==> config.mk <==
export PLATFORM = sky130hd
export DESIGN_NAME = toy_fetch_req_ctrl
export DESIGN_NICKNAME = d
export VERILOG_FILES = /design/src/rtl/toy_pack.sv /design/src/rtl/toy_fetch_credit_cnt.sv /design/src/rtl/toy_fetch_req_ctrl.sv
export SDC_FILE = /design/constraint.sdc
export NUM_CORES = 1
export LEC_CHECK = 0
export BUFFER_PORTS_ARGS = -buffer_cell sky130_fd_sc_hd__buf_2
export CAP_MARGIN = 0
export CORE_MARGIN = 5
export CORE_UTILIZATION = 25
export CTS_CLUSTER_DIAMETER = 150
export CTS_CLUSTER_SIZE = 25
export DETAILED_ROUTE_END_ITERATION = 12
export SLEW_MARGIN = 15
export SYNTH_ARGS = -nofsm -noshare
export SYNTH_HDL_FRONTEND = slang
export SYNTH_HIERARCHICAL = 1
export SYNTH_SLANG_ARGS = --single-unit
==> constraint.sdc <==
create_clock -name clk -period 8.05 [get_ports clk]
set_input_delay 1.61 -clock clk [delete_from_list [all_inputs] [get_ports clk]]
set_output_delay 1.61 -clock clk [all_outputs]
set_load 0.05 [all_outputs]
==> src/rtl/toy_pack.sv <==
// ============================================================================
// Module      : toy_pack
// Description : Shared types and constants for the instruction-fetch request
//               controller: the fetch FSM state encoding and the number of
//               bytes covered by one fetch beat.
// Revision    : 1.0 - initial release
// ============================================================================
`default_nettype none

package toy_pack;

    // Width of one memory fetch beat; each accepted request advances the PC
    // by one beat.
    localparam int DATA_WIDTH  = 64;
    localparam int FETCH_BYTES = DATA_WIDTH / 8;

    typedef enum logic [1:0] {
        IDLE     = 2'd0,
        FETCH    = 2'd1,
        REDIRECT = 2'd2
    } fetch_state_e;

endpackage : toy_pack

`default_nettype wire

==> src/rtl/toy_fetch_credit_cnt.sv <==
// ============================================================================
// Module      : toy_fetch_credit_cnt
// Description : Free-credit counter for the fetch path. One credit is taken
//               per accepted fetch; credits come back from stale memory acks
//               and from instruction-queue releases. All three sources are
//               applied in the same cycle.
// Revision    : 1.0 - initial release
//
// Ports:
//   clk           in   clock
//   rst_n         in   synchronous active-low reset
//   fetch_i       in   one credit consumed this cycle
//   stale_i       in   one credit returned by a dropped stale ack
//   release_i     in   credits returned by the instruction queue
//   credit_cnt_o  out  registered free-credit count
// ============================================================================
`default_nettype none

module toy_fetch_credit_cnt #(
    parameter  int CREDIT_DEPTH  = 128,
    parameter  int RELEASE_WIDTH = 3,
    localparam int CNT_WIDTH     = $clog2(CREDIT_DEPTH + 1)
) (
    input  logic                     clk,
    input  logic                     rst_n,
    input  logic                     fetch_i,
    input  logic                     stale_i,
    input  logic [RELEASE_WIDTH-1:0] release_i,
    output logic [CNT_WIDTH-1:0]     credit_cnt_o
);

    // One extra bit over the widest operand so that an over-return or an
    // underflow shows up as a value above CREDIT_DEPTH instead of wrapping
    // silently.
    localparam int SUM_WIDTH =
        ((CNT_WIDTH > RELEASE_WIDTH) ? CNT_WIDTH : RELEASE_WIDTH) + 1;

    logic [CNT_WIDTH-1:0] credit_q;
    logic [CNT_WIDTH-1:0] credit_d;
    logic [SUM_WIDTH-1:0] w_sum;

    always_comb begin
        w_sum    = SUM_WIDTH'(credit_q)
                 - SUM_WIDTH'(fetch_i)
                 + SUM_WIDTH'(stale_i)
                 + SUM_WIDTH'(release_i);
        credit_d = w_sum[CNT_WIDTH-1:0];
    end

    always_ff @(posedge clk) begin
        if (!rst_n) begin
            credit_q <= CNT_WIDTH'(CREDIT_DEPTH);
        end else begin
            credit_q <= credit_d;
        end
    end

    assign credit_cnt_o = credit_q;

`ifndef SYNTHESIS
    always_ff @(posedge clk) begin
        if (rst_n) begin
            assert (!(fetch_i && (credit_q == '0)))
                else $error("toy_fetch_credit_cnt: credit underflow");
            assert (w_sum <= SUM_WIDTH'(CREDIT_DEPTH))
                else $error("toy_fetch_credit_cnt: credit overflow");
        end
    end
`endif

endmodule : toy_fetch_credit_cnt

`default_nettype wire

==> src/rtl/toy_fetch_req_ctrl.sv <==
// ============================================================================
// Module      : toy_fetch_req_ctrl
// Description : Instruction-fetch request sequencer. Owns the fetch PC, the
//               entry-id allocation ring, the branch tag and the credit pool.
//               A redirect produces a one-cycle cancel pulse during which the
//               branch tag advances, keeping it in lock-step with the
//               downstream branch filter. Acks carrying a tag the filter will
//               drop are recovered here as credits.
// Revision    : 1.0 - initial release
//
// Ports:
//   clk                  in   clock
//   rst_n                in   synchronous active-low reset
//   fetch_en             in   enable fetching
//   redirect_en          in   redirect / flush request
//   redirect_pc          in   new fetch PC
//   fetch_req_vld        out  request valid
//   fetch_req_rdy        in   memory accepts request
//   fetch_req_addr       out  fetch address (current PC)
//   fetch_req_branch_id  out  branch tag of request
//   fetch_req_entry_id   out  allocated entry id
//   mem_ack_vld          in   memory ack valid
//   mem_ack_branch_id    in   branch tag carried by the ack
//   iq_release_cnt       in   entries freed by the instruction queue
//   cancel_edge_en       out  one-cycle cancel pulse to branch filter
//   credit_cnt           out  registered free-credit count
// ============================================================================
`default_nettype none

module toy_fetch_req_ctrl
    import toy_pack::*;
#(
    parameter  int                    BRANCH_WIDTH  = 3,
    parameter  int                    CREDIT_DEPTH  = 128,
    parameter  int                    ADDR_WIDTH    = 32,
    parameter  logic [ADDR_WIDTH-1:0] BOOT_PC       = '0,
    parameter  int                    RELEASE_WIDTH = 3,
    localparam int                    ENTRY_WIDTH   = $clog2(CREDIT_DEPTH),
    localparam int                    CNT_WIDTH     = $clog2(CREDIT_DEPTH + 1)
) (
    input  logic                     clk,
    input  logic                     rst_n,
    input  logic                     fetch_en,
    input  logic                     redirect_en,
    input  logic [ADDR_WIDTH-1:0]    redirect_pc,
    output logic                     fetch_req_vld,
    input  logic                     fetch_req_rdy,
    output logic [ADDR_WIDTH-1:0]    fetch_req_addr,
    output logic [BRANCH_WIDTH-1:0]  fetch_req_branch_id,
    output logic [ENTRY_WIDTH-1:0]   fetch_req_entry_id,
    input  logic                     mem_ack_vld,
    input  logic [BRANCH_WIDTH-1:0]  mem_ack_branch_id,
    input  logic [RELEASE_WIDTH-1:0] iq_release_cnt,
    output logic                     cancel_edge_en,
    output logic [CNT_WIDTH-1:0]     credit_cnt
);

    localparam logic [ENTRY_WIDTH-1:0] c_last_entry = ENTRY_WIDTH'(CREDIT_DEPTH - 1);
    localparam logic [ADDR_WIDTH-1:0]  c_pc_step    = ADDR_WIDTH'(FETCH_BYTES);

    fetch_state_e            state_q;
    fetch_state_e            state_d;
    logic [ADDR_WIDTH-1:0]   pc_q;
    logic [ADDR_WIDTH-1:0]   pc_d;
    logic [BRANCH_WIDTH-1:0] branch_id_q;
    logic [BRANCH_WIDTH-1:0] branch_id_d;
    logic [ENTRY_WIDTH-1:0]  alloc_ptr_q;
    logic [ENTRY_WIDTH-1:0]  alloc_ptr_d;
    logic [CNT_WIDTH-1:0]    credit_q;

    logic                    w_vld;
    logic                    w_cancel;
    logic                    w_fire;
    logic                    w_pending;
    logic                    w_ack_stale;
    logic [BRANCH_WIDTH-1:0] w_branch_id_inc;

    // Outputs decode registered state only, so they are glitch-free and the
    // issue decision never sees same-cycle credit returns.
    assign w_cancel  = (state_q == REDIRECT);
    assign w_vld     = (state_q == FETCH) && (credit_q != '0);
    assign w_fire    = w_vld && fetch_req_rdy;
    assign w_pending = w_vld && !fetch_req_rdy;

    assign w_branch_id_inc = branch_id_q + BRANCH_WIDTH'(1);

    // During the cancel cycle the filter already accepts the incremented tag,
    // so an ack carrying it is live. An ack with the pre-increment tag is
    // also forwarded; the IQ flushes it and returns it via iq_release_cnt.
    assign w_ack_stale = mem_ack_vld
                      && (mem_ack_branch_id != branch_id_q)
                      && !(w_cancel && (mem_ack_branch_id == w_branch_id_inc));

    always_comb begin
        state_d     = state_q;
        pc_d        = pc_q;
        branch_id_d = branch_id_q;
        alloc_ptr_d = alloc_ptr_q;

        // Entry ids are handed out in order; the IQ frees them in order, so
        // the ring pointer survives redirects untouched.
        if (w_fire) begin
            pc_d        = pc_q + c_pc_step;
            alloc_ptr_d = (alloc_ptr_q == c_last_entry) ? '0
                        : alloc_ptr_q + ENTRY_WIDTH'(1);
        end

        if (w_cancel) begin
            branch_id_d = w_branch_id_inc;
        end

        case (state_q)
            IDLE: begin
                if (fetch_en) begin
                    state_d = FETCH;
                end
            end
            FETCH: begin
                // A presented-but-unaccepted request must stay up until taken.
                if (!fetch_en && !w_pending) begin
                    state_d = IDLE;
                end
            end
            REDIRECT: begin
                state_d = fetch_en ? FETCH : IDLE;
            end
            default: begin
                state_d = IDLE;
            end
        endcase

        // Redirect overrides everything, including a same-cycle PC advance.
        // Any pending request is withdrawn because REDIRECT drives vld low.
        if (redirect_en) begin
            state_d = REDIRECT;
            pc_d    = redirect_pc;
        end
    end

    always_ff @(posedge clk) begin
        if (!rst_n) begin
            state_q     <= IDLE;
            pc_q        <= BOOT_PC;
            branch_id_q <= '0;
            alloc_ptr_q <= '0;
        end else begin
            state_q     <= state_d;
            pc_q        <= pc_d;
            branch_id_q <= branch_id_d;
            alloc_ptr_q <= alloc_ptr_d;
        end
    end

    toy_fetch_credit_cnt #(
        .CREDIT_DEPTH  (CREDIT_DEPTH),
        .RELEASE_WIDTH (RELEASE_WIDTH)
    ) u_credit_cnt (
        .clk          (clk),
        .rst_n        (rst_n),
        .fetch_i      (w_fire),
        .stale_i      (w_ack_stale),
        .release_i    (iq_release_cnt),
        .credit_cnt_o (credit_q)
    );

    assign fetch_req_vld       = w_vld;
    assign fetch_req_addr      = pc_q;
    assign fetch_req_branch_id = branch_id_q;
    assign fetch_req_entry_id  = alloc_ptr_q;
    assign cancel_edge_en      = w_cancel;
    assign credit_cnt          = credit_q;

endmodule : toy_fetch_req_ctrl

`default_nettype wire

==> results of run 1 <==
[stage by stage]
stage | setup WS [ns] | std cells | util | total power [mW] | instance area [sq um]
4_1_cts | 4.200 | 652 | 0.3153 | 0.9207 | 3946
3_3_place_gp | 3.987 | 645 | 0.3046 | 0.6984 | 3812
6_report | 4.213 | 652 | 0.3153 | 0.9108 | 3946
5_1_grt | 3.899 | 652 | 0.3153 | 0.9763 | 3946
2_1_floorplan | 4.282 | 390 | - | 0.6138 | 3161
3_5_place_dp | 3.882 | 645 | 0.3046 | 0.7037 | 3812
[worst max-delay path, stage by stage]
cell and delay, ns:
buf_2 0.13, and3b_1 0.20, o21ai_1 0.22, inv_2 0.17, ha_1 0.34, fa_1 0.41
fa_1 0.39, nor2b_1 0.21, o31ai_1 0.12, nand3_1 0.08, nor3b_1 0.17
[registers in the layout (all words and copies together), names as in the netlist]
name	flops
fetch_req_addr	32
fetch_req_branch_id	3
fetch_req_entry_id	7
state_q	2
u_credit_cnt/credit_cnt_o	8
[path summary, 6_finish.rpt]
path | start | endpoint | slack (ns) | cells after the start
min | fetch_req_addr[2]$_SDFFE_PN0P_ | fetch_req_addr[2]$_SDFFE_PN0P_ | 0.49 | 2
max | fetch_req_rdy | u_credit_cnt/credit_cnt_o[6]$_SDFF_PN0_ | 4.21 | 11
min reg2reg | fetch_req_addr[2]$_SDFFE_PN0P_ | fetch_req_addr[2]$_SDFFE_PN0P_ | 0.49 | 2
max reg2reg | u_credit_cnt/credit_cnt_o[5]$_SDFF_PN0_ | u_credit_cnt/credit_cnt_o[6]$_SDFF_PN0_ | 4.79 | 10
[layer usage]
layer / GRT usage / share of wire
met3: 0.03226 / 0.067
met5: 0 / 0
met4: 0.02939 / 0.0086
met1: 0.1626 / 0.45
met2: 0.2240 / 0.48
[synthesized netlist by cell type, types with 12 or more instances]
| master | n | area share |
|---|---|---|
| nand2_1 | 27 | 0.032 |
| nand4_1 | 14 | 0.028 |
| dfxtp_1 | 52 | 0.33 |
| inv_1 | 29 | 0.034 |
| o21ai_0 | 28 | 0.044 |
| a21oi_1 | 17 | 0.027 |
| nor2_1 | 22 | 0.026 |
| ha_1 | 12 | 0.048 |
| clkbuf_1 | 14 | 0.017 |
| nand3_1 | 15 | 0.024 |
| a31oi_1 | 14 | 0.028 |
[power by group through the flow]
stage          combinational, mW  sequential (mW)  clock, mW
6_report                   0.375            0.324      0.212
5_1_grt                    0.417            0.329      0.230
4_1_cts                    0.376            0.324      0.221
3_5_place_dp               0.374            0.329          0
3_3_place_gp               0.370            0.329          0
2_1_floorplan              0.199            0.414          0
[area by class of cell]
type                    count  area, sq um  share of cell area
clock buffers               6        128.9             0.03266
clock inverters             1        5.005            0.001268
inverters                  31        116.4             0.02949
multi-input cells         291         1934              0.4902
flip-flops and latches     52         1041              0.2638
well taps                 172        215.2             0.05453
repair buffers             99        505.5              0.1281
[cell families after synthesis]
family                     count (synthesis)  synth area share
AOI/OAI and AO/OA                        106            0.2245
xor gates and xnor gates                  13           0.03603
adders and majority gates                 14           0.06017
buffers and inverters                     47           0.05859
DFF                                       52            0.3294
muxes                                      5           0.01584
and+or+nand+nor                          153            0.2755
==> results.txt, run 1 <==
Clk pwr share - 0.233
Cell Int Power - 530.6 uW
DR DRC count - 0
maximum fanout along the worst path - 7
CTS tree - built
Crit. End Element - flop
DR vias - 3241
area delta synth->final - 24.86%
Hold WS - 0.4897 ns
die area - 14990 sq um
P per Cell Area - 230.8 nW/um^2
Yosys warnings - 6
first-pass GRT wire length - 15.52 mm
Final Slew Violations - 0
number of synthesized flops with an enable pin - 0
FMAX - 260.6 MHz
IO buf count - 95
gp weighted congestion - 0.8154
Slew HR - 0.3185
Tmin final - 3.837 ns
flops & latches, synth - 52
max-cap viol count - 0
Tot GR Track Use - 0.1296
syn_area_per_cell - 8.104 sq um
post-DP HPWL - 7.319 mm
peak supply drop - 0.0001346 V
sequential-to-total area share from yosys stat - 0.3294
setup repair bufs after CTS - 0
CTS buffer count - 5
drt first pass iters - 4
Ports - 96
proportion of layout cells with a drive suffix above 1 - 0.2521
Overflow after GRT - 0
Sw Pwr - 380.1 uW
crit path DAT - 4.05 ns
post-route ant nets - 0
Iteration-0 DRC Markers - 211
pin count of the biggest net entering global routing - 39
Netlist cell types - 63
Die Y - 122.4 microns
H-Tree Depth - 2
leading cell type in the layout, fill and taps excluded - buf_2
combinational power share - 0.412
Data required, critical path - 8.27 ns
setup TNS - 0 ns
clock latency on the worst-skew pair - 0.30 ns
vias per inst - 4.971
wirelength, routed - 9.890 mm
Root Buffer - clkbuf_16
Reg clk slew, reported paths - 0.07 ns
Lkg Pwr - 1.703 nW
WL/cell - 15.17 microns
Slew @ Worst Pin - 1.021 ns
CTS resizes - 0
Starting Density - 0.2525
Std-Cell Rows - 41
Layout Nets - 538
Setup Skew - 0.009033 ns
initial antenna violation count - 0
Antenna Diode Count - 0
CTS sink cnt - 52
ys flop type - dfxtp_1
sw frac - 0.4174
Fin. Hold Viols - 0
most frequent cells in the layout - 95 x buf_2, 52 x dfxtp_1, 29 x inv_1
unrepaired setup endpoints after global routing - false
Synth Instances - 390
critical path class - input pin to flop
vias in the first global route - 3062
Synth Cell Area - 3161 sq um
Hold Crit Class - flop to flop
Core Footprint - 12520 sq um
# fillers - 1398
startpoint class of the critical path - input pin
Synth Net Count - 448
Flop pwr share - 0.356
period utilization - 0.4767
Longest Clk Path Bufs - 2
die outline width - 122.4 microns
Hold-fix buffers, CTS - 0
Final setup viols - 0
status - complete, no violations
Async SR Flop Fraction - 0
(Power assumes the default switching activity.)
==> inputs of run 2 (changes only) <==
--- a/config.mk
+++ b/config.mk
@@ -5,6 +5,7 @@
 export SDC_FILE = /design/constraint.sdc
 export NUM_CORES = 1
 export LEC_CHECK = 0
+export ABC_AREA = 1
 export BUFFER_PORTS_ARGS = -buffer_cell sky130_fd_sc_hd__buf_2
 export CAP_MARGIN = 0
 export CORE_MARGIN = 5
==> constraint.sdc (replaced) <==
create_clock -name clk -period 3.2 [get_ports clk]
set_input_delay 0.64 -clock clk [delete_from_list [all_inputs] [get_ports clk]]
set_output_delay 0.64 -clock clk [all_outputs]
set_load 0.05 [all_outputs]
==> run 2 against run 1 <==
- first-iteration DRC count rose by 19%
- via count rose by 11%
- sequential share of layout area decreased by 2.6 points
- sequential cell count stayed put
- clock-buffer cell count fell by 1
- sequential power rose by 150%
- clock power rose to 3.0 times the previous value
- setup slack worse by 3.5 ns
- cell count is 29% higher
- critical path type is now flop to flop
- critical endpoint unchanged
- largest power group unchanged
==> results.txt, run 2 <==
Netlist cell types - 38 (-40%)
status - complete, no violations
max-cap viol count - 0 (unchanged)
Antenna Diode Count - 0 (unchanged)
Tmin final - 2.504 ns
Tot GR Track Use - 0.1275 (-0.002088)
ys flop type - dfxtp_1
setup ws final - 0.6964 ns (-3.516 ns)
CP max stage cell - fa_1
Die Y - 129.1 microns (+5.4%)
Final Slew Violations - 0 (unchanged)
unrepaired setup endpoints after global routing - false
IO buf count - 95 (unchanged)
maximum fanout along the worst path - 4 (-3)
H-Tree Depth - 2 (unchanged)
DR DRC count - 0 (unchanged)
Overflow after GRT - 0 (unchanged)
setup TNS - 0 ns (unchanged)
sw frac - 0.4078 (-0.009601)
Cell Int Power - 1.417 mW (+170%)
startpoint class of the critical path - flop
WL/cell - 12.51 microns (-18%)
critical path class - flop to flop
Flop pwr share - 0.332 (-0.024)
pin count of the biggest net entering global routing - 35 (-10%)
CTS buffer count - 5 (unchanged)
post-route ant nets - 0 (unchanged)
combinational power share - 0.404 (-0.008)
compound-gate portion of the synthesized area - 0.09068 (-0.1338)
die outline width - 129.1 microns (+5.4%)
Ports - 96 (unchanged)
cell taking the most area after synthesis - dfxtp_1
FMAX - 399.4 MHz
Data required, critical path - 3.39 ns (-4.88 ns)
CTS sink cnt - 52 (unchanged)
number of flip-flops in the largest register - 32 (unchanged)
top-count cell post-synth - nand2_1
simple-gate share of the synthesized area - 0.4164 (+0.1408)
Slew HR - 0.4831 (+0.1647)
Final setup viols - 0 (unchanged)
vias per inst - 4.274 (-14%)
mux cell area share after synthesis - 0 (-0.01584)
setup repair bufs after CTS - 0 (unchanged)
Reg clk slew, reported paths - 0.07 ns (about the same)
area delta synth->final - 23.43%
Async SR Flop Fraction - 0 (unchanged)
proportion of layout cells with a drive suffix above 1 - 0.1988 (-0.05330)
main combinational cell family by area after synthesis - simple AND/OR/NAND/NOR gates
CTS tree - built
Synth Instances - 566 (+45%)
xor/xnor cell area share of the yosys netlist - 0.03211 (-0.003915)
CP delay by family, top - adder cells
syn_area_per_cell - 6.265 sq um (-23%)
Crit. End Element - flop
critical path buffer and inverter count - 2 (unchanged)
Synth Net Count - 624 (+39%)
CTS resizes - 0 (unchanged)
number of synthesized flops with an enable pin - 0 (unchanged)
DR vias - 3586 (+11%)
adder-cell share of the synthesized area - 0.05363 (-0.006540)
Lkg Pwr - 2.127 nW (+25%)
Root Buffer - clkbuf_16
Slew @ Worst Pin - 0.7744 ns (-0.2468 ns)
Fin. Hold Viols - 0 (unchanged)
first-pass GRT wire length - 17.01 mm (+9.6%)
Layout Nets - 716 (+33%)
post-synth top area share - 0.2936 (-0.03580)
crit path DAT - 2.70 ns (-1.35 ns)
Iteration-0 DRC Markers - 251 (+19%)
Std-Cell Rows - 43 (+4.9%)
Hold Crit Class - flop to flop
Core Footprint - 13880 sq um (+11%)
Sw Pwr - 975.6 uW (+160%)
vias in the first global route - 3384 (+11%)
initial antenna violation count - 0 (unchanged)
Yosys warnings - 6 (unchanged)
drt first pass iters - 4 (unchanged)
peak supply drop - 0.0001723 V (+28%)
wirelength, routed - 10.50 mm (+6.2%)
largest cells by area after synthesis - dfxtp_1 29%, nand2_1 18%, nand3_1 9.6%
period utilization - 0.7824
gp weighted congestion - 0.8618 (+5.7%)
most frequent cells in the layout - 166 x nand2_1, 95 x buf_2, 84 x inv_1
Longest Clk Path Bufs - 2 (unchanged)
flops & latches, synth - 52 (unchanged)
clock latency on the worst-skew pair - 0.30 ns (about the same)
sequential-to-total area share from yosys stat - 0.2936 (-0.03580)
CP Cell Sequence - ha_1, xor2_1, nor4_1, nor2_1, inv_1, fa_1, fa_1, inv_1, nand2_1, nand2_1, nand3_1, a21oi_1, nor2_1
max incr delay on CP - 0.46 ns (+0.05 ns)
P per Cell Area - 546.6 nW/um^2 (+140%)
die area - 16670 sq um (+11%)
leading cell type in the layout, fill and taps excluded - nand2_1
Hold-fix buffers, CTS - 0 (unchanged)
Synth Cell Area - 3546 sq um (+12%)
DP Worst Slack - 0.4668 ns (-3.415 ns)
Starting Density - 0.2555 (+0.002954)
Clk pwr share - 0.264 (+0.031)
post-DP HPWL - 8.036 mm (+9.8%)
top cells by instance count after synthesis - 166 x nand2_1, 84 x inv_1, 68 x nand3_1
Setup Skew - 0.006415 ns (-0.002619 ns)
==> run 2: cell types whose count changed after synthesis, sizes merged, moves of 12 or more <==
cell	previous run	this run
nand4	15	3
a21oi	17	31
a31oi	14	0
inv	31	87
o21ai	30	10
nor2	22	73
nand2	27	169
nand3	15	71
==> run 2: kinds of logic after synthesis <==
group | count (synthesis)
adder cells (fa/ha/maj) | 14
XOR/XNOR | 13
AND/OR/NAND/NOR | 329
buffers and inverters | 102
flip-flops | 52
AO/OA/AOI/OAI | 56
==> run 2: final timing paths <==
check                                       from  depth (start not counted)  slack, ns                                       to
min reg2reg       fetch_req_addr[2]$_SDFFE_PN0P_                          1       0.48           fetch_req_addr[2]$_SDFFE_PN0P_
max reg2reg  fetch_req_branch_id[0]$_SDFFE_PN0N_                         13       0.70  u_credit_cnt/credit_cnt_o[6]$_SDFF_PN0_
min               fetch_req_addr[2]$_SDFFE_PN0P_                          1       0.48           fetch_req_addr[2]$_SDFFE_PN0P_
max          fetch_req_branch_id[0]$_SDFFE_PN0N_                         13       0.70  u_credit_cnt/credit_cnt_o[6]$_SDFF_PN0_
==> run 2: worst register-to-register path, stage by stage (launching register included) <==
cell,delay [ns]
dfxtp_1,0.35
ha_1,0.33
xor2_1,0.17
nor4_1,0.07
nor2_1,0.08
inv_1,0.06
fa_1,0.46
fa_1,0.38
inv_1,0.09
nand2_1,0.07
nand2_1,0.08
nand3_1,0.08
a21oi_1,0.13
nor2_1,0.06
==> run 2: power by group through the flow <==
stage	combinational, mW	clock (mW)	sequential [mW]
6_report	0.967	0.631	0.795
5_1_grt	1.09	0.683	0.811
4_1_cts	0.976	0.652	0.797
3_5_place_dp	0.970	0	0.811
3_3_place_gp	0.966	0	0.811
2_1_floorplan	0.536	0	1.03
==> run 2: layer usage <==
| metal | GRT usage | vias up | part of all wire |
|---|---|---|---|
| li1 | - | 1957 | - |
| met1 | 0.1719 | 1553 | 0.47 |
| met2 | 0.2104 | 66 | 0.46 |
| met3 | 0.02391 | 10 | 0.048 |
| met4 | 0.03274 | 0 | 0.014 |
| met5 | 0 | - | 0 |
==> run 2: cell type report <==
class / count / area (sq um)
clock inverters: 3 / 46.29
inverters: 88 / 331.6
repair buffers: 99 / 505.5
multi-input cells: 412 / 2102
well taps: 180 / 225.2
flip-flops and latches: 52 / 1041
clock buffers: 5 / 125.1
fillers: 1579 / 9504
==> run 2: stage by stage <==
stage	cell area (sq um)	total power, mW	hold slack (ns)	std cells	utilization
after floorplan	3546	1.562	0.5746	566	-
after detailed placement	4205	1.781	0.4517	831	0.3030
after CTS	4377	2.425	0.4730	839	0.3153
after global placement	4205	1.778	0.4495	831	0.3030
after global routing	4377	2.581	0.5064	839	0.3153
final	4377	2.393	0.4764	839	0.3153
==> inputs of run 3 (changes only) <==
==> constraint.sdc (replaced) <==
create_clock -name clk -period 2.5 [get_ports clk]
set_input_delay 0.5 -clock clk [delete_from_list [all_inputs] [get_ports clk]]
set_output_delay 0.5 -clock clk [all_outputs]
set_load 0.05 [all_outputs]
==> run 3 against run 2 <==
- maximum frequency up 5.8%
- combinational power increased by 39%
- sequential share of layout area is essentially flat
- worst hold slack worse by 0.079 ns
- clock power increased by 38%
- sequential power is 33% higher
- non-clock buffer count is 5 higher
- first-iteration DRC count down 36%
- design area is 3.2% higher
- wire length up 0.93%
- clock-buffer cell count is 1 higher
==> results.txt, run 3 (same netlist as run 2, synthesis figures left out) <==
status - complete, no violations
reg-to-reg endpoint - u_credit_cnt/credit_cnt_o[4]$_SDFF_PN0_
vias in the first global route - 3530 (+4.3%)
gp weighted congestion - 0.8346 (-3.2%)
Flop pwr share - 0.324 (-0.008)
Die Y - 129.1 microns (unchanged)
Setup Skew - 0.009582 ns (+0.003168 ns)
WL/cell - 12.56 microns (+0.34%)
period utilization - 0.9461 (+0.1638)
peak supply drop - 0.0002886 V (+68%)
DR vias - 3637 (+1.4%)
CTS tree - built
vias per inst - 4.309 (+0.82%)
Sw Pwr - 1.311 mW (+34%)
post-DP HPWL - 8.289 mm (+3.1%)
startpoint class of the critical path - flop
R2R cell count - 16 (+3)
CTS sink cnt - 52 (unchanged)
hold endpoint - fetch_req_addr[6]$_SDFFE_PN0P_
drt first pass iters - 4 (unchanged)
most frequent cells in the layout - 162 x nand2_1, 95 x buf_2, 79 x inv_1
Ports - 96 (unchanged)
pin count of the biggest net entering global routing - 35 (unchanged)
Placed Cells - 833 (+0.24%)
final std cells w/o fill - 844 (+0.60%)
wirelength, routed - 10.60 mm (+0.93%)
maximum fanout along the worst path - 4 (unchanged)
Std-Cell Rows - 43 (unchanged)
DP Worst Slack - -0.009133 ns (-0.4760 ns)
Clk pwr share - 0.267 (+0.003)
Layout Nets - 721 (+0.70%)
CP delay by family, top - adder cells
Worst path depth - 16 (+3)
Cell Int Power - 1.953 mW (+38%)
Crit. End Element - flop
Slew HR - 0.4069 (-0.07620)
Longest Clk Path Bufs - 2 (unchanged)
worst flop-to-flop path startpoint - u_credit_cnt/credit_cnt_o[3]$_SDFF_PN0_
clock latency on the worst-skew pair - 0.30 ns (about the same)
Core Footprint - 13880 sq um (unchanged)
DR DRC count - 0 (unchanged)
Iteration-0 DRC Markers - 160 (-36%)
Overflow after GRT - 0 (unchanged)
r2r setup slk - 0.13 ns (-0.56 ns)
max incr delay on CP - 0.41 ns (-0.05 ns)
area delta synth->final - 27.42%
Reg area - 1074 sq um (+3.1%)
area of the multi-input gates - 2153 sq um (+2.4%)
first-pass GRT wire length - 17.48 mm (+2.8%)
CTS buffer count - 5 (unchanged)
Final setup viols - 0 (unchanged)
leading cell type in the layout, fill and taps excluded - nand2_1
Tmin final - 2.365 ns (-0.1382 ns)
Hold Crit Class - input pin to flop
Antenna Diode Count - 0 (unchanged)
Lkg Pwr - 2.166 nW (+1.9%)
Slew @ Worst Pin - 0.8863 ns (+0.1119 ns)
setup ws final - 0.1346 ns (-0.5618 ns)
worst hold start - redirect_pc[6]
IO buf count - 95 (unchanged)
number of flip-flops in the largest register - 32 (unchanged)
WHS Path Cells - 3 (+2)
combinational power share - 0.409 (+0.005)
H-Tree Depth - 2 (unchanged)
post-route ant nets - 0 (unchanged)
die area - 16670 sq um (unchanged)
Data required, critical path - 2.70 ns (-0.69 ns)
critical path class - flop to flop
P per Cell Area - 722.5 nW/um^2 (+32%)
initial antenna violation count - 0 (unchanged)
crit path DAT - 2.56 ns (-0.14 ns)
Tot GR Track Use - 0.1308 (+0.003308)
# fillers - 1546 (-2.1%)
CP max stage cell - fa_2
die outline width - 129.1 microns (unchanged)
FMAX - 422.8 MHz (+5.8%)
sw frac - 0.4017 (-0.006070)
proportion of layout cells with a drive suffix above 1 - 0.2470 (+0.04820)
Root Buffer - clkbuf_16
Fin. Hold Viols - 0 (unchanged)
Final Slew Violations - 0 (unchanged)
Starting Density - 0.2555 (unchanged)
CP Cell Sequence - inv_2, nand2_1, nor2_2, nand2_2, nand3_4, inv_4, ha_4, fa_2, fa_2, inv_2, nand2_2, nand2_2, and2_4, nand2_1, nand2_1, nor2_1
Reg clk slew, reported paths - 0.07 ns (about the same)
critical path buffer and inverter count - 3 (+1)
max-cap viol count - 0 (unchanged)
## run 3: cell types whose count changed in the layout (fill, tap and decap cells not counted), moves of 5 or more
cell     previous run  this run
dfxtp_4             0         8
inv_1              84        79
buf_4               4         9
dfxtp_1            52        42
## run 3: power groups by stage
| stage | Sequential [mW] | Clock (mW) | Combinational, mW |
|---|---|---|---|
| after global placement | 1.06 | 0 | 1.26 |
| after floorplan | 1.35 | 0 | 0.696 |
| after detailed placement | 1.07 | 0 | 1.27 |
| after CTS | 1.05 | 0.904 | 1.27 |
| after global routing | 1.08 | 0.933 | 1.51 |
| final | 1.06 | 0.871 | 1.34 |
## run 3: what timing repair did
item	4_1_cts	5_1_grt
resized for setup	0	10
hold endpoints to repair	0	0
hold buffers	0	0
buffers inserted	0	3
setup endpoints to repair	0	2
## run 3: metal layers
layer,track usage,up-vias,wire [microns]
met5,0,-,0
met4,0.03150,0,114
met3,0.02350,6,326
met2,0.2174,54,5010
met1,0.1765,1608,5145
li1,-,1969,-
## run 3: area by class of cell
class	count	share of cell area
clock buffer	6	0.03323
clock inverter	2	0.008585
inverter	88	0.07394
multi-input combinational	412	0.4766
sequential	52	0.2376
tap	180	0.04985
timing repair buffer	104	0.1202
## run 3: through the flow
step | total power [mW] | hold slack, ns | utilization | TNS (ns) | cell area, sq um
detailed placement | 2.339 | 0.4550 | 0.3082 | -0.009133 | 4278
CTS | 3.229 | 0.3901 | 0.3218 | 0 | 4467
finish | 3.265 | 0.3974 | 0.3255 | 0 | 4518
floorplan | 2.046 | 0.5839 | - | -0.0005365 | 3607
global route | 3.518 | 0.4082 | 0.3255 | -0.01245 | 4518
global placement | 2.328 | 0.4530 | 0.3082 | -0.01215 | 4278
## run 3: worst max-delay path by stage
| stage | startpoint | to | slack, ns |
|---|---|---|---|
| 2_1_floorplan | u_credit_cnt/credit_cnt_o[6]$_SDFF_PN0_ | u_credit_cnt/credit_cnt_o[6]$_SDFF_PN0_ | -0.0005 |
| 3_3_place_gp | mem_ack_branch_id[2] | u_credit_cnt/credit_cnt_o[6]$_SDFF_PN0_ | -0.01 |
| 3_5_place_dp | mem_ack_branch_id[2] | u_credit_cnt/credit_cnt_o[6]$_SDFF_PN0_ | -0.009 |
| 4_1_cts | fetch_req_branch_id[0]$_SDFFE_PN0N_ | u_credit_cnt/credit_cnt_o[6]$_SDFF_PN0_ | 0.11 |
| 5_1_grt | fetch_req_branch_id[0]$_SDFFE_PN0N_ | u_credit_cnt/credit_cnt_o[6]$_SDFF_PN0_ | -0.01 |
| 6_report | u_credit_cnt/credit_cnt_o[3]$_SDFF_PN0_ | u_credit_cnt/credit_cnt_o[4]$_SDFF_PN0_ | 0.13 |
## run 3: worst register-to-register path, delay by kind of cell (launching register included)
kind,cells,cell delay (ns)
flip-flops,1,0.36
buffers and inverters,3,0.16
adder cells (fa/ha/maj),3,1.01
AND/OR/NAND/NOR,10,0.71
